===== src/rtl/xalu_pkg.sv =====
// Shared definitions for the nibble-serial ALU word sequencer.
// Holds the op codes, the FSM state type and the slice width.
package xalu_pkg;

    localparam int NIB_W = 4;

    localparam logic [2:0] OP_ADD   = 3'd0;
    localparam logic [2:0] OP_AND   = 3'd1;
    localparam logic [2:0] OP_OR    = 3'd2;
    localparam logic [2:0] OP_XOR   = 3'd3;
    localparam logic [2:0] OP_PASSA = 3'd4;
    localparam logic [2:0] OP_PASSB = 3'd5;
    localparam logic [2:0] OP_SHR   = 3'd6;
    localparam logic [2:0] OP_SHL   = 3'd7;

    typedef enum logic [1:0] {
        IDLE = 2'd0,
        RUN  = 2'd1,
        DONE = 2'd2
    } state_t;

endpackage


===== src/rtl/xalu_slice_core.sv =====
// Purely combinational 4-bit ALU slice; the sequencer chains carries and
// shift bits between successive nibbles around it.
module xalu_slice_core
    import xalu_pkg::*;
(
    input  logic [NIB_W-1:0] da,
    input  logic [NIB_W-1:0] db,
    input  logic             ci_left,
    input  logic             ci_right,
    input  logic [2:0]       op,
    input  logic             com,
    output logic [NIB_W-1:0] d,
    output logic             co_left,
    output logic             co_right,
    output logic             equ,
    output logic             zero,
    output logic             neg_zero
);

    logic [NIB_W:0]   w_sum;
    logic [NIB_W-1:0] w_raw;

    assign w_sum = {1'b0, da} + {1'b0, db} + {{NIB_W{1'b0}}, ci_right};

    // SHR pulls its top bit from the left neighbour; SHL its bottom bit from the right.
    always_comb begin
        w_raw    = da;
        co_left  = 1'b0;
        co_right = 1'b0;
        case (op)
            OP_ADD: begin
                w_raw   = w_sum[NIB_W-1:0];
                co_left = w_sum[NIB_W];
            end
            OP_AND:   w_raw = da & db;
            OP_OR:    w_raw = da | db;
            OP_XOR:   w_raw = da ^ db;
            OP_PASSA: w_raw = da;
            OP_PASSB: w_raw = db;
            OP_SHR: begin
                w_raw    = {ci_left, da[NIB_W-1:1]};
                co_right = da[0];
            end
            OP_SHL: begin
                w_raw   = {da[NIB_W-2:0], ci_right};
                co_left = da[NIB_W-1];
            end
        endcase
    end

    assign d        = com ? ~w_raw : w_raw;
    assign equ      = (da == db);
    assign zero     = (d == '0);
    assign neg_zero = (d == '1);

endmodule


===== src/rtl/xalu_word_sequencer.sv =====
// Multi-cycle controller building a 4*NIBBLES-bit ALU operation from one
// 4-bit slice, processing one nibble per enabled clock.
module xalu_word_sequencer
    import xalu_pkg::*;
#(
    parameter int NIBBLES = 4
)
(
    input  logic                       clk,
    input  logic                       rst_n,
    input  logic                       ena,
    input  logic                       start,
    input  logic [2:0]                 op,
    input  logic                       com,
    input  logic                       cin,
    input  logic [NIB_W*NIBBLES-1:0]   a,
    input  logic [NIB_W*NIBBLES-1:0]   b,
    output logic                       busy,
    output logic                       done,
    output logic [NIB_W*NIBBLES-1:0]   result,
    output logic                       cout,
    output logic                       zero,
    output logic                       neg_zero,
    output logic                       equ
);

    localparam int W   = NIB_W * NIBBLES;
    localparam int IW  = (NIBBLES > 1) ? $clog2(NIBBLES) : 1;
    localparam int BWA = $clog2(W + 2);
    localparam int BWB = $clog2(W);
    localparam logic [IW-1:0] LAST = IW'(NIBBLES - 1);

    state_t          r_state;
    logic [2:0]      r_op;
    logic            r_com;
    logic            r_carry;
    logic [W-1:0]    r_a;
    logic [W-1:0]    r_b;
    logic [IW-1:0]   r_idx;
    logic            r_zAcc;
    logic            r_nzAcc;
    logic            r_eqAcc;
    logic [W-1:0]    r_result;
    logic            r_cout;
    logic            r_zero;
    logic            r_negZero;
    logic            r_equ;
    logic            r_busy;
    logic            r_done;

    logic [IW-1:0]     w_k;
    logic [BWA-1:0]    w_baseA;
    logic [BWB-1:0]    w_baseB;
    logic [W+1:0]      w_aExt;
    logic [NIB_W+1:0]  w_aWin;
    logic [NIB_W-1:0]  w_d;
    logic              w_coLeft;
    logic              w_coRight;
    logic              w_equ;
    logic              w_zero;
    logic              w_negZero;
    logic              w_ciRight;

    assign w_k     = (r_op == OP_SHR) ? (LAST - r_idx) : r_idx;
    assign w_baseA = BWA'(NIB_W * int'(w_k));
    assign w_baseB = BWB'(NIB_W * int'(w_k));

    // The carry register doubles as the fill bit at both word ends; it only
    // changes during ADD, so for shifts it still holds the latched cin.
    assign w_aExt    = {r_carry, r_a, r_carry};
    assign w_aWin    = w_aExt[w_baseA +: NIB_W + 2];
    assign w_ciRight = (r_op == OP_ADD) ? r_carry : w_aWin[0];

    xalu_slice_core u_slice (
        .da       (w_aWin[NIB_W:1]),
        .db       (r_b[w_baseB +: NIB_W]),
        .ci_left  (w_aWin[NIB_W+1]),
        .ci_right (w_ciRight),
        .op       (r_op),
        .com      (r_com),
        .d        (w_d),
        .co_left  (w_coLeft),
        .co_right (w_coRight),
        .equ      (w_equ),
        .zero     (w_zero),
        .neg_zero (w_negZero)
    );

    always_ff @(posedge clk or negedge rst_n) begin
        if (!rst_n) begin
            r_state   <= IDLE;
            r_op      <= OP_ADD;
            r_com     <= 1'b0;
            r_carry   <= 1'b0;
            r_a       <= '0;
            r_b       <= '0;
            r_idx     <= '0;
            r_zAcc    <= 1'b0;
            r_nzAcc   <= 1'b0;
            r_eqAcc   <= 1'b0;
            r_result  <= '0;
            r_cout    <= 1'b0;
            r_zero    <= 1'b0;
            r_negZero <= 1'b0;
            r_equ     <= 1'b0;
            r_busy    <= 1'b0;
            r_done    <= 1'b0;
        end else if (ena) begin
            case (r_state)
                IDLE: begin
                    if (start) begin
                        r_op     <= op;
                        r_com    <= com;
                        r_a      <= a;
                        r_b      <= b;
                        r_carry  <= cin;
                        r_idx    <= '0;
                        r_result <= '0;
                        r_zAcc   <= 1'b1;
                        r_nzAcc  <= 1'b1;
                        r_eqAcc  <= 1'b1;
                        r_busy   <= 1'b1;
                        r_state  <= RUN;
                    end
                end
                RUN: begin
                    r_result[w_baseB +: NIB_W] <= w_d;
                    if (r_op == OP_ADD) begin
                        r_carry <= w_coLeft;
                    end
                    r_zAcc  <= r_zAcc & w_zero;
                    r_nzAcc <= r_nzAcc & w_negZero;
                    r_eqAcc <= r_eqAcc & w_equ;
                    r_idx   <= r_idx + IW'(1);
                    // Last nibble processed for SHL is the MSB and for SHR the LSB,
                    // so the slice's shifted-out bit is exactly the word's.
                    if (r_idx == LAST) begin
                        r_zero    <= r_zAcc & w_zero;
                        r_negZero <= r_nzAcc & w_negZero;
                        r_equ     <= r_eqAcc & w_equ;
                        case (r_op)
                            OP_ADD, OP_SHL: r_cout <= w_coLeft;
                            OP_SHR:         r_cout <= w_coRight;
                            default:        r_cout <= 1'b0;
                        endcase
                        r_done  <= 1'b1;
                        r_state <= DONE;
                    end
                end
                DONE: begin
                    r_done  <= 1'b0;
                    r_busy  <= 1'b0;
                    r_state <= IDLE;
                end
                default: r_state <= IDLE;
            endcase
        end
    end

    assign busy     = r_busy;
    assign done     = r_done;
    assign result   = r_result;
    assign cout     = r_cout;
    assign zero     = r_zero;
    assign neg_zero = r_negZero;
    assign equ      = r_equ;

endmodule


===== config.mk =====
export PLATFORM = sky130hd
export DESIGN_NAME = xalu_word_sequencer
export DESIGN_NICKNAME = d
export VERILOG_FILES = /design/src/rtl/xalu_pkg.sv /design/src/rtl/xalu_slice_core.sv /design/src/rtl/xalu_word_sequencer.sv
export SDC_FILE = /design/constraint.sdc
export NUM_CORES = 1
export LEC_CHECK = 0
export CAP_MARGIN = 20
export CORE_MARGIN = 2
export CORE_UTILIZATION = 28
export CTS_CLUSTER_SIZE = 12
export DETAILED_ROUTE_END_ITERATION = 10
export MAX_ROUTING_LAYER = met4
export SYNTH_ARGS = -nofsm -noshare
export SYNTH_HDL_FRONTEND = slang
export SYNTH_SLANG_ARGS = --single-unit
export TNS_END_PERCENT = 1

===== constraint.sdc =====
create_clock -name clk -period 4.4 [get_ports clk]
set_input_delay 0.44 -clock clk [delete_from_list [all_inputs] [get_ports clk]]
set_output_delay 0.44 -clock clk [all_outputs]
set_load 0.05 [all_outputs]

==> results.env, run 1 <==
OUTCOME='complete, no violations'
FLOORPLAN.DIE.WIDTH_UM=124.1
H-TREE-DEPTH=3
RR_WORST_DEPTH=15
NETLIST_TOP_CELLS_AREA='sky130_fd_sc_hd__dfrtp_1 (41%), sky130_fd_sc_hd__mux2_2 (10%), sky130_fd_sc_hd__mux2i_1 (6.2%), sky130_fd_sc_hd__mux4_2 (6.1%), sky130_fd_sc_hd__nand2_1 (4.1%)'
CTS_TREE='built'
KIND_OF_CRITICAL_PATH='flip-flop to flip-flop'
DP.CELLS=622
SYNTH.LARGEST_AREA_CELL='sky130_fd_sc_hd__dfrtp_1'
WORST_SETUP_PATH_START_KIND='flip-flop'
FINAL_NETS=504
RESIDUAL_OVERFLOW_FROM_GLOBAL_ROUTING=0
DIE_HEIGHT_UM=124.1
NUMBER_OF_UNIQUE_STANDARD_CELL_TYPES_USED_BY_SYNTHESIS=52
REMAINING_DRC_ERRORS=0
ROUTER_ITERATIONS_BEFORE_ANTENNA_REPAIR=4
ACCUMULATED_NEGATIVE_SETUP_SLACK_NS=0
FINAL_CRITICAL_PATH_SETUP_SLACK_NS=0.3242
POSTROUTEANTENNANETS=0
CLKSINKCOUNT=66
CORE_AREA_SQ_UM=13990
INITIAL_CORE_UTIL=0.2887
CELLS_AFTER_SYNTHESIS=386
POST-ROUTE-PERIOD-UTIL=0.9263
SLEW_HEADROOM=0.5877
ANTENNA_FOUND_INITIAL=0
PRE_CTS_WS_NS=0.2936
MAX_SLEW.WORST_PIN.SLEW_NS=0.6185
POWER.DENSITY_CELL_AREA_nW_PER_UM2=950.9
POST_SYNTH_INSTANCE_AREA_SQ_UM=4039
GROUTE.USAGE.OVERALL=0.1547
GLOBALPLACE.CONGESTION=0.8789
ROUTED_WL_UM=10560
SYNTH_ENABLE_FLOP_CELLS=0
PORT_BUFFERS=62
DETAILEDPLACEMENTHPWL_UM=8176
SETUP.REG_TO_REG.WORST_SLACK_NS=0.32
FINAL_CELL_AREA_EXCLUDING_FILLER_CELLS_SQ_UM=5223
REG2REG_TO='zero$_DFFE_PN0P_'
WIRE_LENGTH_OF_THE_FIRST_GLOBAL_ROUTING_PASS_UM=17260
ROUTED_VIA_DENSITY=5.110
CLK-INSERTION-DELAY-LATE_NS=0.35
MAX_FANOUT_ON_CRITICAL_PATH=15
CRITICAL_PATH_STARTPOINT='r_op[0]$_DFFE_PN0P_'
CTS_MADE_BUFFERS=9
WORST_SETUP_HOLD_PATH_CLK_SLEW_NS=0.06
FINISH.CELL_COUNT_WITHOUT_FILLERS=639
FRACTION_OF_LAYOUT_INSTANCES_USING_A_DRIVE_STRENGTH_ABOVE_1=0.2026
LAYOUT_COMMON_CELLS='sky130_fd_sc_hd__dfrtp_1 (65), sky130_fd_sc_hd__clkdlybuf4s50_1 (61), sky130_fd_sc_hd__nand2_1 (44), sky130_fd_sc_hd__mux2_2 (37), sky130_fd_sc_hd__o21ai_0 (28)'
POST-SYNTH-TOP-AREA-FRACTION=0.4089
POST-ROUTE-MIN-PERIOD_NS=4.076
ROUTEDWLPERCELL_UM=16.53
DETAILED_ROUTE_VIA_COUNT=3265
VDD_IR_DROP_MAX_mV=0.3562
TOP_LEVEL_PORTS=63
INSERTEDDIODECOUNT=0
END_KIND='flip-flop'
POWER_LEAKAGE_nW=2.172
YS_DOMINANT_REG_CELL='sky130_fd_sc_hd__dfrtp_1'
CRITICAL_PATH_REQUIRED_NS=4.65
DETAILED_PLACE.AREA_SQ_UM=4872
SYNTH_NETS=436
MAX_CAP_VIOL_COUNT=0
WORST_CLOCK_SKEW_NS=0.006239
CLOCKBUFFERDEPTH=2
FINAL_UTIL=0.3733
FIRST_GLOBAL_VIAS=3249
YOSYS_WARNINGS=0
FP.DIEAREA_SQ_UM=15400
CP_DATA_ARRIVAL_TIME_NS=4.33
CTS_ROOT_BUF='sky130_fd_sc_hd__clkbuf_16'
FINALHOLDVIOLCOUNT=0
YOSYSSEQAREASHARE=0.4089
POST_SYNTHESIS_ASYNC_SET_OR_RESET_FLOP_SHARE=1.000
AVGSYNTHCELLAREA_SQ_UM=10.46
GRT_MAX_DEGREE=41
UNREPAIRED_SETUP_ENDPOINTS_AFTER_GLOBAL_ROUTING='false'
SYNTH-SEQ-CELLS=66
ROWS=43
MOSTFREQUENTLAYOUTCELL='sky130_fd_sc_hd__dfrtp_1'
DRT_ITER0_DRC=282
SETUP_VIOL=0
TIMING.HOLD.WORST.CLASS='input port to asynchronous set/reset pin'
FLOW.AREA_GROWTH_FROM_SYNTHESIS_PCT=29.31
TIMING.FINAL.MAX_SLEW_VIOLATIONS=0
REGTOREGSTARTPOINT='r_op[0]$_DFFE_PN0P_'
POST_CTS.REPAIR.SETUP_BUFFERS=0
MAXIMUM_CLOCK_FREQUENCY_GHz=0.2453
==> power breakdown <==
group,total (mW),internal (mW),switching [mW]
logic,3.02,1.38,1.64
clock network,0.796,0.501,0.295
registers,1.15,0.870,0.277
total,4.97,2.75,2.22
==> worst max path at each step <==
stage,to,slack (ns),cells after the start
detailed placement,zero$_DFFE_PN0P_,0.29,16
finish,zero$_DFFE_PN0P_,0.32,15
global route,zero$_DFFE_PN0P_,0.003,15
CTS,zero$_DFFE_PN0P_,0.27,16
floorplan,zero$_DFFE_PN0P_,0.67,15
global placement,zero$_DFFE_PN0P_,0.35,16
==> cell families (layout without fill, tap and decap cells) <==
logic type	Yosys count	in the layout	share of synthesized area
mux	73	73	0.2265
compound gates	84	84	0.1357
xor+xnor	8	8	0.01735
simple gates	108	108	0.1298
fa+ha+maj	9	9	0.02974
flops	66	66	0.4089
buf+inv	38	111	0.05204
==> cell usage after synthesis (all sizes together) (6+ instances only) <==
master / instances
nand2b: 6
nor2: 15
inv: 11
a22o: 9
nand3: 14
clkbuf: 11
dfrtp: 66
nand2: 44
mux2i: 25
ha: 8
buf: 15
a21oi: 17
xnor2: 8
mux4: 11
mux2: 37
o21ai: 29
==> through the flow <==
step	total power, mW	hold slack, ns
2_1_floorplan	3.296	0.1444
3_5_place_dp	4.166	0.4800
6_report	4.966	0.1008
4_1_cts	4.994	0.1333
5_1_grt	5.340	0.1630
3_3_place_gp	4.169	0.4692
==> layout make-up <==
class / count / area, sq um
Clock buffer: 9 / 225.2
Clock inverter: 7 / 101.3
Fill cell: 1400 / 8766
Inverter: 12 / 45.04
Multi-Input combinational cell: 282 / 2187
Sequential cell: 66 / 1653
Tap cell: 180 / 225.2
Timing Repair Buffer: 83 / 785.8
==> flip-flops by register name (all words and copies together), names as in the netlist <==
name      count
busy          1
cout          1
done          1
equ           1
neg_zero      1
r_a          16
r_b          16
r_carry       1
r_com         1
r_eqAcc       1
r_idx         2
r_nzAcc       1
r_op          3
r_state       2
r_zAcc        1
result       16
zero          1
==> layer usage <==
layer,up-vias,track usage,wire length [um]
met5,-,-,0
met4,0,0.06461,229
met3,18,0.03342,498
met2,87,0.2309,4774
met1,1604,0.2036,5059
li1,1556,-,-
==> worst max-delay path: stages, from the launching register on <==
cell                       delay (ns)
sky130_fd_sc_hd__dfrtp_1         0.43
sky130_fd_sc_hd__nand3b_2        0.48
sky130_fd_sc_hd__nand4_1         0.21
sky130_fd_sc_hd__and4_1          0.22
sky130_fd_sc_hd__nand2_1         0.13
sky130_fd_sc_hd__xnor2_1         0.20
sky130_fd_sc_hd__ha_1            0.25
sky130_fd_sc_hd__or2_2           0.31
sky130_fd_sc_hd__fa_1            0.41
sky130_fd_sc_hd__xnor2_1         0.17
sky130_fd_sc_hd__nand2_1         0.07
sky130_fd_sc_hd__a32oi_1         0.20
sky130_fd_sc_hd__xnor2_1         0.11
sky130_fd_sc_hd__nor2_1          0.08
sky130_fd_sc_hd__or4b_1          0.46
sky130_fd_sc_hd__o31ai_1         0.25
==> what timing repair did <==
action                                  4_1_cts  5_1_grt
gates resized for setup                       0        2
endpoints found under the setup margin        0        1
endpoints found under the hold margin         0        0
hold buffers                                  0        0
Power figures use the tool's default switching activity.
==> run 2, diff against run 1 <==
--- a/config.mk
+++ b/config.mk
@@ -10,6 +10,7 @@
 export CORE_UTILIZATION = 28
 export CTS_CLUSTER_SIZE = 12
 export DETAILED_ROUTE_END_ITERATION = 10
+export GPL_TIMING_DRIVEN = 0
 export MAX_ROUTING_LAYER = met4
 export SYNTH_ARGS = -nofsm -noshare
 export SYNTH_HDL_FRONTEND = slang
==> constraint.sdc (replaced) <==
create_clock -name clk -period 4.4 [get_ports clk]
set_input_delay 0.44 -clock clk [delete_from_list [all_inputs] [get_ports clk]]
set_output_delay 0.44 -clock clk [all_outputs]
set_load 0.01 [all_outputs]
==> results.env, run 2 (synthesis gave the netlist of run 1 again) <==
CTSHOLDBUFFERS=0
CRITICAL-PATH-TOP-CELL-BY-COUNT='sky130_fd_sc_hd__xnor2_1'
VDD_IR_DROP_MAX_mV=0.4011
FRACTION_OF_LAYOUT_INSTANCES_USING_A_DRIVE_STRENGTH_ABOVE_1=0.1961
CLOCKBUFFERDEPTH=2
POST-ROUTE-PERIOD-UTIL=0.9373
ACCUMULATED_NEGATIVE_SETUP_SLACK_NS=0
ROUTEDWLPERCELL_UM=16.86
GRT_MAX_DEGREE=67
CRITICAL_PATH_STARTPOINT='r_op[1]$_DFFE_PN0P_'
FINISH.CELL_COUNT_WITHOUT_FILLERS=644
WORST_SETUP_HOLD_PATH_CLK_SLEW_NS=0.06
FINAL_NETS=509
ROUTED_WL_UM=10860
FLOW.AREA_GROWTH_FROM_SYNTHESIS_PCT=29.43
ROWS=43
SETUP_VIOL=0
UNREPAIRED_SETUP_ENDPOINTS_AFTER_GLOBAL_ROUTING='false'
WORST_CLOCK_SKEW_NS=0.007815
WIRE_LENGTH_OF_THE_FIRST_GLOBAL_ROUTING_PASS_UM=17860
DP.CELLS=627
REMAINING_DRC_ERRORS=0
SLEW_HEADROOM=0.4281
CLKSINKCOUNT=66
KIND_OF_CRITICAL_PATH='flip-flop to flip-flop'
FLOORPLAN.DIE.WIDTH_UM=124.1
OUTCOME='complete, no violations'
CORE_AREA_SQ_UM=13990
WORSTPATHCELLLIST='buf_2 -> and3b_1 -> buf_6 -> mux4_2 -> xnor2_1 -> ha_1 -> or2_2 -> fa_1 -> xnor2_1 -> nand2_1 -> a32oi_4 -> xnor2_4 -> nor2_1 -> or4b_1 -> o31ai_1'
DETAILEDPLACEMENTHPWL_UM=8181
WORST-PATH-BUF-INV=2
DETAILED_ROUTE_VIA_COUNT=3296
MAX_CAP_VIOL_COUNT=0
RR_WORST_DEPTH=15
DRT_ITER0_DRC=171
PRE_CTS_WS_NS=-0.05526
CTS_MADE_BUFFERS=9
H-TREE-DEPTH=3
REGTOREGSTARTPOINT='r_op[1]$_DFFE_PN0P_'
INITIAL_CORE_UTIL=0.2887
FIRST_GLOBAL_VIAS=3274
DIE_HEIGHT_UM=124.1
PORT_BUFFERS=61
CRITICAL_PATH_REQUIRED_NS=4.64
GROUTE.USAGE.OVERALL=0.1576
END_KIND='flip-flop'
RESIDUAL_OVERFLOW_FROM_GLOBAL_ROUTING=0
GLOBALPLACE.CONGESTION=0.8744
ROUTED_VIA_DENSITY=5.118
ANTENNA_FOUND_INITIAL=0
TOP_LEVEL_PORTS=63
MAX_FANOUT_ON_CRITICAL_PATH=8
REG2REG_TO='zero$_DFFE_PN0P_'
FINALHOLDVIOLCOUNT=0
LAYOUT_COMMON_CELLS='sky130_fd_sc_hd__dfrtp_1 (66), sky130_fd_sc_hd__clkdlybuf4s50_1 (60), sky130_fd_sc_hd__nand2_1 (44), sky130_fd_sc_hd__mux2_2 (37), sky130_fd_sc_hd__o21ai_0 (27)'
CLK-INSERTION-DELAY-LATE_NS=0.34
MAXIMUM_CLOCK_FREQUENCY_GHz=0.2425
SETUP.REG_TO_REG.WORST_SLACK_NS=0.28
POSTROUTEANTENNANETS=0
CP_DATA_ARRIVAL_TIME_NS=4.36
FINAL_CELL_AREA_EXCLUDING_FILLER_CELLS_SQ_UM=5228
POST-ROUTE-MIN-PERIOD_NS=4.124
DETAILED_PLACE.AREA_SQ_UM=4872
TIMING.HOLD.WORST.CLASS='input port to asynchronous set/reset pin'
CTS_TREE='built'
FP.DIEAREA_SQ_UM=15400
FINAL_CRITICAL_PATH_SETUP_SLACK_NS=0.2757
ROUTER_ITERATIONS_BEFORE_ANTENNA_REPAIR=4
CRIT_PATH_TOP_DELAY_CELL='sky130_fd_sc_hd__mux4_2'
MOSTFREQUENTLAYOUTCELL='sky130_fd_sc_hd__dfrtp_1'
WORST_SETUP_PATH_START_KIND='flip-flop'
CPLARGESTDELAYFAMILY='simple AND/OR/NAND/NOR gates'
INSERTEDDIODECOUNT=0
MAX_SLEW.WORST_PIN.SLEW_NS=0.8579
TIMING.CRITICAL_PATH.SLOWEST_CELL_DELAY_NS=0.56
POWER_LEAKAGE_nW=2.160
CTS_ROOT_BUF='sky130_fd_sc_hd__clkbuf_16'
TIMING.FINAL.MAX_SLEW_VIOLATIONS=0
POWER.DENSITY_CELL_AREA_nW_PER_UM2=912.1
-- run 2: cell types whose count changed in the layout (fill, tap and decap cells not counted), sizes merged --
cell           change
clkbuf            +13
buf                -6
clkinv             +2
inv                -2
bufinv             -1
clkdlybuf4s50      -1
-- run 2: worst max-delay path by stage --
stage | endpoint | cells past startpoint
after floorplan | zero$_DFFE_PN0P_ | 15
after global placement | zero$_DFFE_PN0P_ | 17
after detailed placement | zero$_DFFE_PN0P_ | 17
after CTS | zero$_DFFE_PN0P_ | 16
after global routing | zero$_DFFE_PN0P_ | 15
final | zero$_DFFE_PN0P_ | 15
-- run 2: what timing repair did --
item / 4_1_cts / 5_1_grt
endpoints found under the setup margin: 1 / 4
gates resized for setup: 2 / 13
pin swaps: 0 / 2
buffers inserted: 0 / 1
-- run 2: per-stage QoR --
| stage | utilization | total power [mW] | hold WS, ns |
|---|---|---|---|
| floorplan | - | 3.123 | 0.1444 |
| global placement | 0.3485 | 3.886 | 0.4673 |
| detailed placement | 0.3483 | 3.929 | 0.4710 |
| CTS | 0.3691 | 4.671 | 0.2567 |
| global route | 0.3737 | 5.177 | 0.3301 |
| finish | 0.3737 | 4.768 | 0.2220 |
-- run 2: layout make-up --
cell class	instances	area, sq um
Sequential cell	66	1652
Tap cell	180	225.2
Buffer	26	176.4
Timing Repair Buffer	62	615.6
Multi-Input combinational cell	282	2226
Fill cell	1397	8761
Clock buffer	10	229.0
Inverter	12	46.29
Clock inverter	6	57.56
-- run 2: power breakdown --
part           internal (mW)  leakage (nW)  switching (mW)
Combinational           1.40          1.20            1.59
Clock                  0.434         0.142           0.265
Sequential             0.870         0.820           0.206
-- run 2: layer usage --
layer | GRT usage | share of wire | wire, um
met1 | 0.2124 | 0.48 | 5162
met3 | 0.03709 | 0.054 | 584
met2 | 0.2360 | 0.45 | 4889
met5 | - | 0 | 0
met4 | 0.04705 | 0.020 | 219
-- run 2: worst register-to-register path: cells and delay by family (launching register included) --
family	cells	cell delay [ns]
AND/OR/NAND/NOR	5	1.17
adder cells (fa/ha/maj)	2	0.64
multiplexers	1	0.56
XOR/XNOR	3	0.50
AO/OA/AOI/OAI	2	0.50
buffers and inverters	2	0.33
flip-flops	1	0.32
==> run 3, diff against run 2 <==
--- a/config.mk
+++ b/config.mk
@@ -12,6 +12,7 @@
 export DETAILED_ROUTE_END_ITERATION = 10
 export GPL_TIMING_DRIVEN = 0
 export MAX_ROUTING_LAYER = met4
+export SETUP_SLACK_MARGIN = 0.4
 export SYNTH_ARGS = -nofsm -noshare
 export SYNTH_HDL_FRONTEND = slang
 export SYNTH_SLANG_ARGS = --single-unit
==> results.env, run 3 (synthesis gave the netlist of run 1 again) <==
OUTCOME='complete, no violations'
ROUTED_WL_UM=11270
CTS_MADE_BUFFERS=9
END_KIND='flip-flop'
DETAILED_PLACE.AREA_SQ_UM=4872
TIMING.HOLD.WORST.CLASS='input port to asynchronous set/reset pin'
POWER_mW=5.306
FINAL_NETS=516
DRT_ITER0_DRC=174
CTS_ROOT_BUF='sky130_fd_sc_hd__clkbuf_16'
MAX_FANOUT_ON_CRITICAL_PATH=7
LAYOUT_COMMON_CELLS='sky130_fd_sc_hd__dfrtp_1 (66), sky130_fd_sc_hd__clkdlybuf4s50_1 (60), sky130_fd_sc_hd__nand2_1 (42), sky130_fd_sc_hd__mux2_2 (37), sky130_fd_sc_hd__o21ai_0 (26)'
ANTENNA_FOUND_INITIAL=0
REMAINING_DRC_ERRORS=0
UNREPAIRED_SETUP_ENDPOINTS_AFTER_GLOBAL_ROUTING='false'
WORST_CLOCK_SKEW_NS=0.007781
HOLDWS_NS=0.2253
ROWS=43
FINALHOLDVIOLCOUNT=0
POWER.DENSITY_CELL_AREA_nW_PER_UM2=974.7
CP_DATA_ARRIVAL_TIME_NS=4.08
ROUTER_ITERATIONS_BEFORE_ANTENNA_REPAIR=4
WORST_SETUP_PATH_START_KIND='flip-flop'
ROUTED_VIA_DENSITY=5.146
MOSTFREQUENTLAYOUTCELL='sky130_fd_sc_hd__dfrtp_1'
FLOW.AREA_GROWTH_FROM_SYNTHESIS_PCT=34.79
MAX_SLEW.WORST_PIN.SLEW_NS=0.8675
CLOCKBUFFERDEPTH=2
TIMING.FINAL.MAX_SLEW_VIOLATIONS=0
CORE_AREA_SQ_UM=13990
FINAL_UTIL=0.3892
FINAL_CELL_AREA_EXCLUDING_FILLER_CELLS_SQ_UM=5444
AREA_OF_THE_MULTI_INPUT_GATES_SQ_UM=2357
FLOORPLAN.DIE.WIDTH_UM=124.1
CTS_TREE='built'
FP.DIEAREA_SQ_UM=15400
SLEW_HEADROOM=0.4217
FINAL.FILL_COUNT=1367
VDD_IR_DROP_MAX_mV=0.4048
PRE_CTS_WS_NS=-0.05526
ROUTEDWLPERCELL_UM=17.31
INSERTEDDIODECOUNT=0
FRACTION_OF_LAYOUT_INSTANCES_USING_A_DRIVE_STRENGTH_ABOVE_1=0.2527
DETAILEDPLACEMENTHPWL_UM=8181
GROUTE.USAGE.OVERALL=0.1604
INITIAL_CORE_UTIL=0.2887
WORST_SETUP_HOLD_PATH_CLK_SLEW_NS=0.06
CLK-INSERTION-DELAY-LATE_NS=0.34
H-TREE-DEPTH=3
RESIDUAL_OVERFLOW_FROM_GLOBAL_ROUTING=0
PORT_BUFFERS=61
ACCUMULATED_NEGATIVE_SETUP_SLACK_NS=0
DP.CELLS=627
SETUP_VIOL=0
FINISH.CELL_COUNT_WITHOUT_FILLERS=651
CLKSINKCOUNT=66
POST-ROUTE-MIN-PERIOD_NS=3.836
WIRE_LENGTH_OF_THE_FIRST_GLOBAL_ROUTING_PASS_UM=18150
KIND_OF_CRITICAL_PATH='flip-flop to flip-flop'
CRITICAL_PATH_REQUIRED_NS=4.64
FIRST_GLOBAL_VIAS=3302
GRT_MAX_DEGREE=67
POWER_LEAKAGE_nW=2.238
GLOBALPLACE.CONGESTION=0.8744
DETAILED_ROUTE_VIA_COUNT=3350
POSTROUTEANTENNANETS=0
DIE_HEIGHT_UM=124.1
POST-ROUTE-PERIOD-UTIL=0.8719
FINAL_CRITICAL_PATH_SETUP_SLACK_NS=0.5635
FINAL-SEQ-AREA_SQ_UM=1652
MAX_CAP_VIOL_COUNT=0
TOP_LEVEL_PORTS=63
MAXIMUM_CLOCK_FREQUENCY_GHz=0.2607
[run 3: changes by cell type in the layout (fill, tap and decap cells not counted), sizes merged]
cell / before / now
buf: 16 / 24
clkbuf: 22 / 21
[run 3: worst paths after layout]
| path | start | to | slack (ns) | cells past startpoint |
|---|---|---|---|---|
| min reg2reg | cout$_DFFE_PN0P_ | cout$_DFFE_PN0P_ | 0.47 | 2 |
| min | rst_n | r_op[1]$_DFFE_PN0P_ | 0.23 | 1 |
| min in group clk | cout$_DFFE_PN0P_ | cout$_DFFE_PN0P_ | 0.47 | 2 |
| max in group asynchronous | rst_n | r_a[12]$_DFFE_PN0P_ | 3.61 | 1 |
| max | r_idx[0]$_DFFE_PN0P_ | zero$_DFFE_PN0P_ | 0.56 | 15 |
| max reg2reg | r_idx[0]$_DFFE_PN0P_ | zero$_DFFE_PN0P_ | 0.56 | 15 |
[run 3: critical path, cell delays in order, from the launching register on]
cell and delay [ns]:
sky130_fd_sc_hd__dfrtp_1 0.41, sky130_fd_sc_hd__buf_6 0.15, sky130_fd_sc_hd__buf_6 0.14, sky130_fd_sc_hd__mux2i_2 0.16
sky130_fd_sc_hd__mux4_2 0.52, sky130_fd_sc_hd__xnor2_2 0.17, sky130_fd_sc_hd__ha_2 0.18, sky130_fd_sc_hd__or2_4 0.25
sky130_fd_sc_hd__fa_2 0.38, sky130_fd_sc_hd__xnor2_2 0.16, sky130_fd_sc_hd__nand2_2 0.10, sky130_fd_sc_hd__a32oi_4 0.30
sky130_fd_sc_hd__xnor2_4 0.10, sky130_fd_sc_hd__nor2_1 0.08, sky130_fd_sc_hd__or4b_4 0.47, sky130_fd_sc_hd__o31ai_2 0.17
[run 3: metal layers]
layer | global-route usage | wire [um]
met5 | - | 0
met4 | 0.04986 | 167
met3 | 0.03892 | 438
met2 | 0.2398 | 5270
met1 | 0.2150 | 5390
[run 3: where the power goes]
| part | switching (mW) | internal (mW) |
|---|---|---|
| clock network | 0.264 | 0.434 |
| registers | 0.210 | 0.870 |
| logic | 1.79 | 1.74 |
[run 3: area by class of cell]
cell class,count,share of cell area
multi-input cells,282,0.4330
flip-flops and latches,66,0.3034
repair buffers,69,0.1234
clock buffers,10,0.04206
well taps,180,0.04137
plain buffers,26,0.03769
clock inverters,6,0.01057
inverters,12,0.008504
[run 3: what timing repair did]
item,4_1_cts,5_1_grt
setup endpoints to repair,4,3
resized for setup,22,29
pin swaps,5,11
hold buffers,0,0
buffers inserted,5,3
